[src/rtl/dm_store_buffer_pkg.sv]
// Shared encodings and entry layout for the data-memory store buffer.
package dm_store_buffer_pkg;

   // Access-size encodings carried on req_part.
   localparam logic [1:0] MEM_WORD = 2'd0;
   localparam logic [1:0] MEM_HALF = 2'd1;
   localparam logic [1:0] MEM_BYTE = 2'd2;

   // Default number of buffer entries.
   localparam int SB_DEPTH = 4;

   // One queued store: word address, byte enables, lane-aligned data, PC.
   typedef struct packed {
      logic [29:0] waddr;
      logic [3:0]  be;
      logic [31:0] data;
      logic [31:0] pc;
   } sb_entry_t;

endpackage

[src/rtl/dm_store_buffer_sb_lane_align.sv]
// Maps an access size, low address bits and right-aligned store data onto
// word lanes with byte enables. Unused low address bits are ignored.
module sb_lane_align
   import dm_store_buffer_pkg::*;
(
   input  logic [1:0]  part,
   input  logic [1:0]  addr_lo,
   input  logic [31:0] wdata,
   output logic [3:0]  be,
   output logic [31:0] data
);

   // Replicate the datum into every lane and select the lanes it covers.
   always_comb begin
      be   = 4'b1111;
      data = wdata;
      case (part)
         MEM_HALF: begin
            be   = addr_lo[1] ? 4'b1100 : 4'b0011;
            data = {2{wdata[15:0]}};
         end
         MEM_BYTE: begin
            be   = 4'b0001 << addr_lo;
            data = {4{wdata[7:0]}};
         end
         default: begin
            be   = 4'b1111;
            data = wdata;
         end
      endcase
   end

endmodule

[src/rtl/dm_store_buffer.sv]
// FIFO write buffer between the MEM stage and the byte-enable data memory.
// Stores are aligned, queued and drained one per cycle; loads read memory
// combinationally and merge pending buffered bytes (youngest wins).
//
// Request handshake: a request is presented with req_valid=1. It is accepted
// at the rising edge unless req_stall=1 in that cycle, in which case the MEM
// stage must hold the identical request until req_stall drops. Only stores
// into a full buffer stall; loads are always accepted and answered in the
// same cycle on ld_rdata.
module dm_store_buffer
   import dm_store_buffer_pkg::*;
#(
   parameter int DEPTH = SB_DEPTH,
   parameter int PTR_W = 2
) (
   input  logic        clk,
   input  logic        reset,
   input  logic        req_valid,
   input  logic        req_we,
   input  logic [1:0]  req_part,
   input  logic [31:0] req_addr,
   input  logic [31:0] req_wdata,
   input  logic [31:0] req_pc,
   output logic        req_stall,
   output logic [31:0] ld_rdata,
   output logic        sb_empty,
   input  logic [31:0] dm_rdata,
   output logic        dm_we,
   output logic [3:0]  dm_byteen,
   output logic [31:0] dm_addr,
   output logic [31:0] dm_wdata,
   output logic [31:0] dm_pc
);

   localparam logic [PTR_W:0] FULL_COUNT = (PTR_W + 1)'(DEPTH);

   sb_entry_t        entries [DEPTH];
   logic [PTR_W-1:0] head;
   logic [PTR_W-1:0] tail;
   logic [PTR_W:0]   count;

   logic [3:0]       al_be;
   logic [31:0]      al_data;
   logic             is_store;
   logic             enq;
   logic             drain;
   logic [PTR_W-1:0] mrg_idx;
   logic [31:0]      merged;
   sb_entry_t        head_entry;

   sb_lane_align u_align (
      .part    (req_part),
      .addr_lo (req_addr[1:0]),
      .wdata   (req_wdata),
      .be      (al_be),
      .data    (al_data)
   );

   assign is_store   = req_valid & req_we;
   assign enq        = is_store & (count != FULL_COUNT);
   assign drain      = (count != '0);
   assign req_stall  = is_store & (count == FULL_COUNT);
   assign sb_empty   = (count == '0);
   assign head_entry = entries[head];

   // Drain port shows the head entry while anything is pending, zeros otherwise.
   assign dm_we     = drain;
   assign dm_byteen = drain ? head_entry.be : 4'b0000;
   assign dm_addr   = drain ? {head_entry.waddr, 2'b00} : 32'd0;
   assign dm_wdata  = drain ? head_entry.data : 32'd0;
   assign dm_pc     = drain ? head_entry.pc : 32'd0;

   // Entry payload; validity is tracked by head/count, so no reset needed.
   always_ff @(posedge clk) begin
      if (enq) begin
         entries[tail] <= '{waddr: req_addr[31:2], be: al_be, data: al_data, pc: req_pc};
      end
   end

   // Pointers and occupancy; the memory commits the head on every edge with count != 0.
   always_ff @(posedge clk or posedge reset) begin
      if (reset) begin
         head  <= '0;
         tail  <= '0;
         count <= '0;
      end else begin
         if (enq)   tail <= tail + PTR_W'(1);
         if (drain) head <= head + PTR_W'(1);
         case ({enq, drain})
            2'b10:   count <= count + (PTR_W + 1)'(1);
            2'b01:   count <= count - (PTR_W + 1)'(1);
            default: count <= count;
         endcase
      end
   end

   // Load merge: walk valid entries oldest to youngest so the youngest byte wins.
   always_comb begin
      merged  = dm_rdata;
      mrg_idx = head;
      for (int k = 0; k < DEPTH; k++) begin
         mrg_idx = head + k[PTR_W-1:0];
         if (((PTR_W + 1)'(k) < count) && (entries[mrg_idx].waddr == req_addr[31:2])) begin
            for (int b = 0; b < 4; b++) begin
               if (entries[mrg_idx].be[b]) merged[8*b +: 8] = entries[mrg_idx].data[8*b +: 8];
            end
         end
      end
   end

   assign ld_rdata = (req_valid & ~req_we) ? merged : dm_rdata;

endmodule
[config.mk]
export PLATFORM = sky130hd
export DESIGN_NAME = dm_store_buffer
export DESIGN_NICKNAME = d
export VERILOG_FILES = /design/src/rtl/dm_store_buffer_pkg.sv /design/src/rtl/dm_store_buffer_sb_lane_align.sv /design/src/rtl/dm_store_buffer.sv
export SDC_FILE = /design/constraint.sdc
export NUM_CORES = 1
export LEC_CHECK = 0
export ABC_CLOCK_PERIOD_IN_PS = 9850
export CORE_ASPECT_RATIO = 0.75
export CORE_MARGIN = 4
export CORE_UTILIZATION = 35
export CTS_CLUSTER_DIAMETER = 60
export DETAILED_ROUTE_END_ITERATION = 10
export MAX_ROUTING_LAYER = met4
export PLACE_DENSITY_LB_ADDON = 0.1
export RECOVER_POWER = 50
export SLEW_MARGIN = 5
export SYNTH_ARGS = -nofsm -noshare
export SYNTH_HDL_FRONTEND = slang
export SYNTH_HIERARCHICAL = 1
export SYNTH_SLANG_ARGS = --single-unit
[constraint.sdc]
create_clock -name clk -period 9.85 [get_ports clk]
set_input_delay 1.97 -clock clk [delete_from_list [all_inputs] [get_ports clk]]
set_output_delay 1.97 -clock clk [all_outputs]
set_load 0.01 [all_outputs]
# Yosys cells after proc, flatten, opt, wreduce, memory -nomap -nowiden
# Memory sizes are Yosys's and may differ from the RTL's.
# Index checks and enable logic that the tools add are counted.
classes:
  n_reduce_logical: 7
  n_eq_ne: 10
  shift: 1
  n_mux: 31
  bitwise_logic: 5
  add_sub_neg: 6
  n_lt_le_gt_ge: 4
ops:
  columns: ["cell", "count"]
  rows:
  - ["two-way mux 32 bit", 8]
  - ["two-way mux 8 bit", 16]
  - ["== test 30 bit", 4]
  - ["one-hot mux 32 bit (2 select lines)", 1]
  - ["two-way mux 4 bit", 2]
  - ["one-hot mux 4 bit (2 select lines)", 1]
  - ["< comparator 1 x 3 -> 1 bit, first input constant", 2]
  - ["< comparator 2 x 3 -> 1 bit, first input constant", 2]
  - ["one-hot mux 3 bit (2 select lines)", 1]
  - ["adder 2 x 1 -> 2 bit, second input constant", 2]
  - ["adder 2 bit, second input constant", 2]
  - ["bitwise AND 1 bit", 4]
  - ["== test 2 x 1 -> 1 bit, second input constant", 2]
  - ["== test 2 bit, second input constant", 2]
  - ["logical AND 1 bit", 4]
  - ["left shift 1 x 2 -> 4 bit, first input constant", 1]
  - ["adder 3 x 1 -> 3 bit, second input constant", 1]
  - ["== test 3 bit, second input constant", 1]
  - ["zero test 3 bit", 1]
  - ["!= test 3 bit, second input constant", 1]
  - ["nonzero test 3 bit", 1]
  - ["subtractor 3 x 1 -> 3 bit, second input constant", 1]
  - ["two-way mux 1 bit", 2]
  - ["nonzero test 2 bit", 1]
  - ["NOT 1 bit", 1]
word_totals:
  reg_bits: 7
  output_inout_bits: 135
  wordCells: 68
  mem_bits_rw: 392
  n_memories: 1
mem_list:
  columns: ["memory", "depth", "word_bits", "rd", "rd_clocked_by_memory_dff", "wr", "line", "text"]
  rows:
  - ["entries", 4, 98, 4, 0, 1, "dm_store_buffer.sv:37", "sb_entry_t entries [DEPTH];"]

# Logic depth before layout (Yosys ltp)
# An unclocked memory read counts as a cell.
depth:
  depth_word: 11
  depth_mapped: 15
  mapped_depth_nobuf: 10

# Hierarchy
# The synthesis kept the hierarchy.
by_module_without_submodules:
  columns: ["mod", "instances", "area_per_inst_um2", "cells_each", "seq_area_each_um2"]
  rows:
  - ["dm_store_buffer", 1, 24091.9, 1938, 11946.5]
  - ["sb_lane_align", 1, 541.8, 90, 0.0]

# Worst setup path before layout
# Ideal clock, no wire load.
synth_path:
  path_kind: "input to output"
  from: "in req_addr[25]"
  to: "out ld_rdata[5]"
  path_slack_ps: 3517
  path_stages: 9
  t_required_ps: 7880
  path_buffers: 2
  t_arrival_ps: 4363
  cell_sequence: "clkbuf_1 nor3_1 or4_1 nor4_1 nand4_1 or4b_1 buf_4 o31ai_1 a211o_1"
synth_between:
  elab_chain_len: 10
  word_cells_on_any_way: 16
synth_lines:
  columns: ["element", "line", "text"]
  rows:
  - ["start: declaration", "dm_store_buffer.sv:21", "input logic [31:0] req_addr,"]
  - ["== test 30 bit", "dm_store_buffer.sv:103", "if (((PTR_W + 1)'(k) < count) && (entries[mrg_idx].waddr == req_addr[31:2])) begin"]
  - ["logical AND 1 bit", "dm_store_buffer.sv:103", null]
  - ["two-way mux 32 bit", "dm_store_buffer.sv:103", null]
  - ["two-way mux 8 bit", "dm_store_buffer.sv:105", "if (entries[mrg_idx].be[b]) merged[8*b +: 8] = entries[mrg_idx].data[8*b +: 8];"]
  - ["two-way mux 32 bit", "dm_store_buffer.sv:103", null]
  - ["two-way mux 8 bit", "dm_store_buffer.sv:105", null]
  - ["two-way mux 32 bit", "dm_store_buffer.sv:103", null]
  - ["two-way mux 8 bit", "dm_store_buffer.sv:105", null]
  - ["two-way mux 32 bit *", "dm_store_buffer.sv:103", null]
  - ["two-way mux 32 bit *", "dm_store_buffer.sv:111", "assign ld_rdata = (req_valid & ~req_we) ? merged : dm_rdata;"]
  - ["end: declaration", "dm_store_buffer.sv:25", "output logic [31:0] ld_rdata,"]
# Every way passes the cells marked *; elsewhere a longest branch is shown, timed or not.

# Worst setup path in the final report
layout_path:
  from: "in req_addr[7]"
  to: "out ld_rdata[0]"
# The elaborated chain is that of the path after synthesis.

==> summary by stage <==
Synth
Dividing the synthesized area by the synthesized cell count gives 12.1 µm². The area share of the largest cell type after synthesis is 47.8%. The synthesized design contains 392 enable-type register cells. The count of state elements after synthesis is 399.

In this run the cell area of the synthesized design comes to 0.0246 mm². Sequential elements use 48.5% of the synthesized area. After technology mapping, the gate count stands at 2028.

By area the synthesized netlist is led by edfxtp_1 48%, mux2i_1 9.6%, mux4_2 7.7%, mux2_2 3.7%, xnor2_1 2.8%. By instance count, the leading cell after synthesis is edfxtp_1. The commonest register cell after synthesis is edfxtp_1. The cell taking the most area after synthesis is edfxtp_1. Of all flip-flops after synthesis, the portion carrying an async set or reset was 1.75%.

The number of warning messages in the yosys log is 6. The number of different library cells used by synthesis comes to 84. By count the netlist is led by 392 x edfxtp_1, 236 x mux2i_1, 174 x nand2_1.

Setup path
The family with the most delay on the worst path is simple AND/OR/NAND/NOR gates. STA classifies the critical path endpoint as an output port. The startpoint identified for the worst register-to-register timing path is count[0]. At the worst endpoint, the arrival time is 6.89 ns. Traced cell by cell, the critical path runs through dlygate4sd3_1, inv_1, xnor2_1, nand3_1, nor4_1, o2111ai_1, or4b_1, o31ai_2, a211o_1, clkdlybuf4s50_1. The slowest stage cell on the critical path is dlygate4sd3_1.

The element type at the critical path start is an input port. For this run, the slowest stage of the critical path takes 0.95 ns. At the worst endpoint, the required time is 7.88 ns. The critical path contains buffers and inverters numbering 3 combined. The top fanout value on the critical path is 11. The launch point of the critical path is req_addr[7].

The worst setup path is of the input port to output port kind.

Timing
The final critical delay including setup and external delays is 8.86 ns. On the final layout, the worst clock skew is 0.0150 ns. The worst path uses 89.9% of the clock period.

In the post-route analysis, the smallest setup slack over all paths is 0.995 ns. The setup total negative slack is 0 ns. The final number of setup-violating endpoints is 0. Measured against its own limit, the worst slew margin works out to -142%. The total count of max-transition violations in the final report is 142. For the pin with the worst max-slew slack, the measured transition is 3.63 ns. Timing would allow up to 113 MHz. The number of hold violations in the final report is 0. Setup repair after global routing left no endpoint under its margin.

Floorplanning
Once the floorplan was initialized, standard cells occupied 35.7% of the core. The region available for standard cell placement spans 0.0691 mm². The die outline height is 238 µm. The width of the chip is 314 µm. The number of rows in the core area is 83.

The full die area is 0.0747 mm². The I/O pin count is 269.

CTS
The clock buffer count from CTS is 48. TritonCTS built the clock tree. The master cell of the clock root buffer is clkbuf_16. In this run the deepest clock path goes through 3 buffers. The clock slew at the register clock pins of the worst setup and hold paths is 0.06 ns. In this run the number of H-tree levels came out at 2. The buffers inserted during post-CTS setup optimization is 0. The clock latency at the later pin of the worst-skew pair is 0.59 ns.

For this design, the sink count on the clock tree is 399. After clock tree synthesis, the repair step resized 0 gates. The hold buffer count at cts is 0.

Detailed routing
The number of search-and-repair iterations in the first detailed-routing pass is 6. The final routed wirelength across all metal layers is 84100 µm. The count of vias placed by the detailed router is 18300. For this run, design rule violations remaining after detail routing come to 0. The DRC violation total after the first TritonRoute iteration is 1880. The wire length per cell after detailed routing is 26.3 µm. The number of vias per cell is 5.70.

The residual antenna-violating net count after detailed routing is 0.

Pwr
The static leakage is 10.3 nW. The highest ir drop seen on vdd is 184 µV. For this design the ratio of total power to cell area is 291 mW/mm².

Layout
The final design area excluding fillers is 0.0296 mm². Registers take 0.0120 mm². The filler-free cell count of the finished design is 3199.

The core utilization of the finished layout is 42.8%. The number of nets in the final layout is 2359. The area growth from synthesis to layout is 20.1%. After filler insertion, the fill cell instance count of the layout stands at 6429. The fraction of layout cells with a size suffix above 1 is 14.0%. The multi-input combinational cells in the finished layout cover a total of 0.0118 mm².

Placed design
Port buffering added 266 buffers. The minimum setup slack after placement is 1.23 ns. At the end of routability-driven placement, the weighted congestion stood at 0.968. The instance count after placement with tap cells included is 3098.

Summed over all nets, the half-perimeter wirelength after detailed placement is 58800 µm. The placed instance area is 0.0279 mm².

Global routing
The first global-routing pass estimated 122000 µm of wire. The pin count of the biggest net entering global routing is 92. The number of global-route vias before repair came to 17900.

The number of antenna violations at the first check in global routing is 13. The overflow left after global routing is 0. Global routing used 22.6% of the available tracks across all layers.

Status
The checks that failed: capacitance limit, slew limit. The flow ran to the end, but the final reports show violations.

Job
The reported max-cap violation count is 4.

Min path
In this run the most critical hold path is launched from count[1]. The type of the tightest min-delay check is flip-flop to flip-flop.
registers in the layout, summed over array words and instances (netlist names):
signal	flops
entries	392
tail	2
head	2
count	3
path summary, 6_finish.rpt:
check / slack [ns] / end / depth (start not counted)
max: 0.99 / ld_rdata[0] / 10
min: 0.62 / count[1] / 2
max reg2reg: 4.24 / entries[2][7] / 5
min reg2reg: 0.62 / count[1] / 2
max in group asynchronous: 7.83 / head[0] / 2
min in group asynchronous: 1.76 / head[1] / 2
power by group:
part           switching [W]  total, W  internal [W]
sequential          0.000170   0.00225       0.00208
combinational        0.00253   0.00450       0.00197
clock               0.000734   0.00185       0.00111
cell type report:
cell class              count  share of cell area [%]
multi-input cells        1439                    39.7
repair buffers            301                    9.92
clock buffers              55                    4.15
diodes                     13                   0.110
flip-flops and latches    399                    40.4
inverters                  24                   0.309
well taps                 935                    3.96
clock inverters            33                    1.40
tightest hold or removal path, delay by kind of cell (launching register included):
kind | cells | cell delay, ns
AOI/OAI and AO/OA | 1 | 0.07
and+or+nand+nor | 1 | 0.06
DFF | 1 | 0.44
cells by family after synthesis:
| kind of cell | synth area share [%] |
|---|---|
| flops | 48.5 |
| xor+xnor | 3.59 |
| fa+ha+maj | 0.609 |
| mux | 21.2 |
| buf+inv | 3.97 |
| other cells | 0.0152 |
| simple gates | 11.2 |
| compound gates | 11.0 |
through the flow:
stage / hold slack (ns) / power (W)
after floorplan: 0.531 / 0.00513
after global placement: 0.581 / 0.00678
after detailed placement: 0.599 / 0.00679
after CTS: 0.613 / 0.00868
after global routing: 0.639 / 0.00908
final: 0.615 / 0.00860
metal layers:
metal,GRT usage [%],share of wire (%),up-vias
li1,-,-,8228
met1,32.4,47,9185
met2,33.0,43,751
met3,5.22,8.6,86
met4,3.90,1.4,0
met5,-,0,-
placed cells by master (no fill, tap or decap), types with 28 or more instances in the layout:
cell type	instances
mux2_2	81
and2_1	96
a211o_1	34
xnor2_1	80
a21oi_1	92
nor2_1	104
o32ai_1	35
edfxtp_1	392
a22oi_1	38
mux2i_1	236
clkbuf_16	48
nand2_1	174
o21ai_0	42
buf_4	28
dlygate4sd3_1	73
nand3_1	63
mux4_2	84
clkdlybuf4s50_1	193
Note: power is estimated with default switching activity, not from simulation.
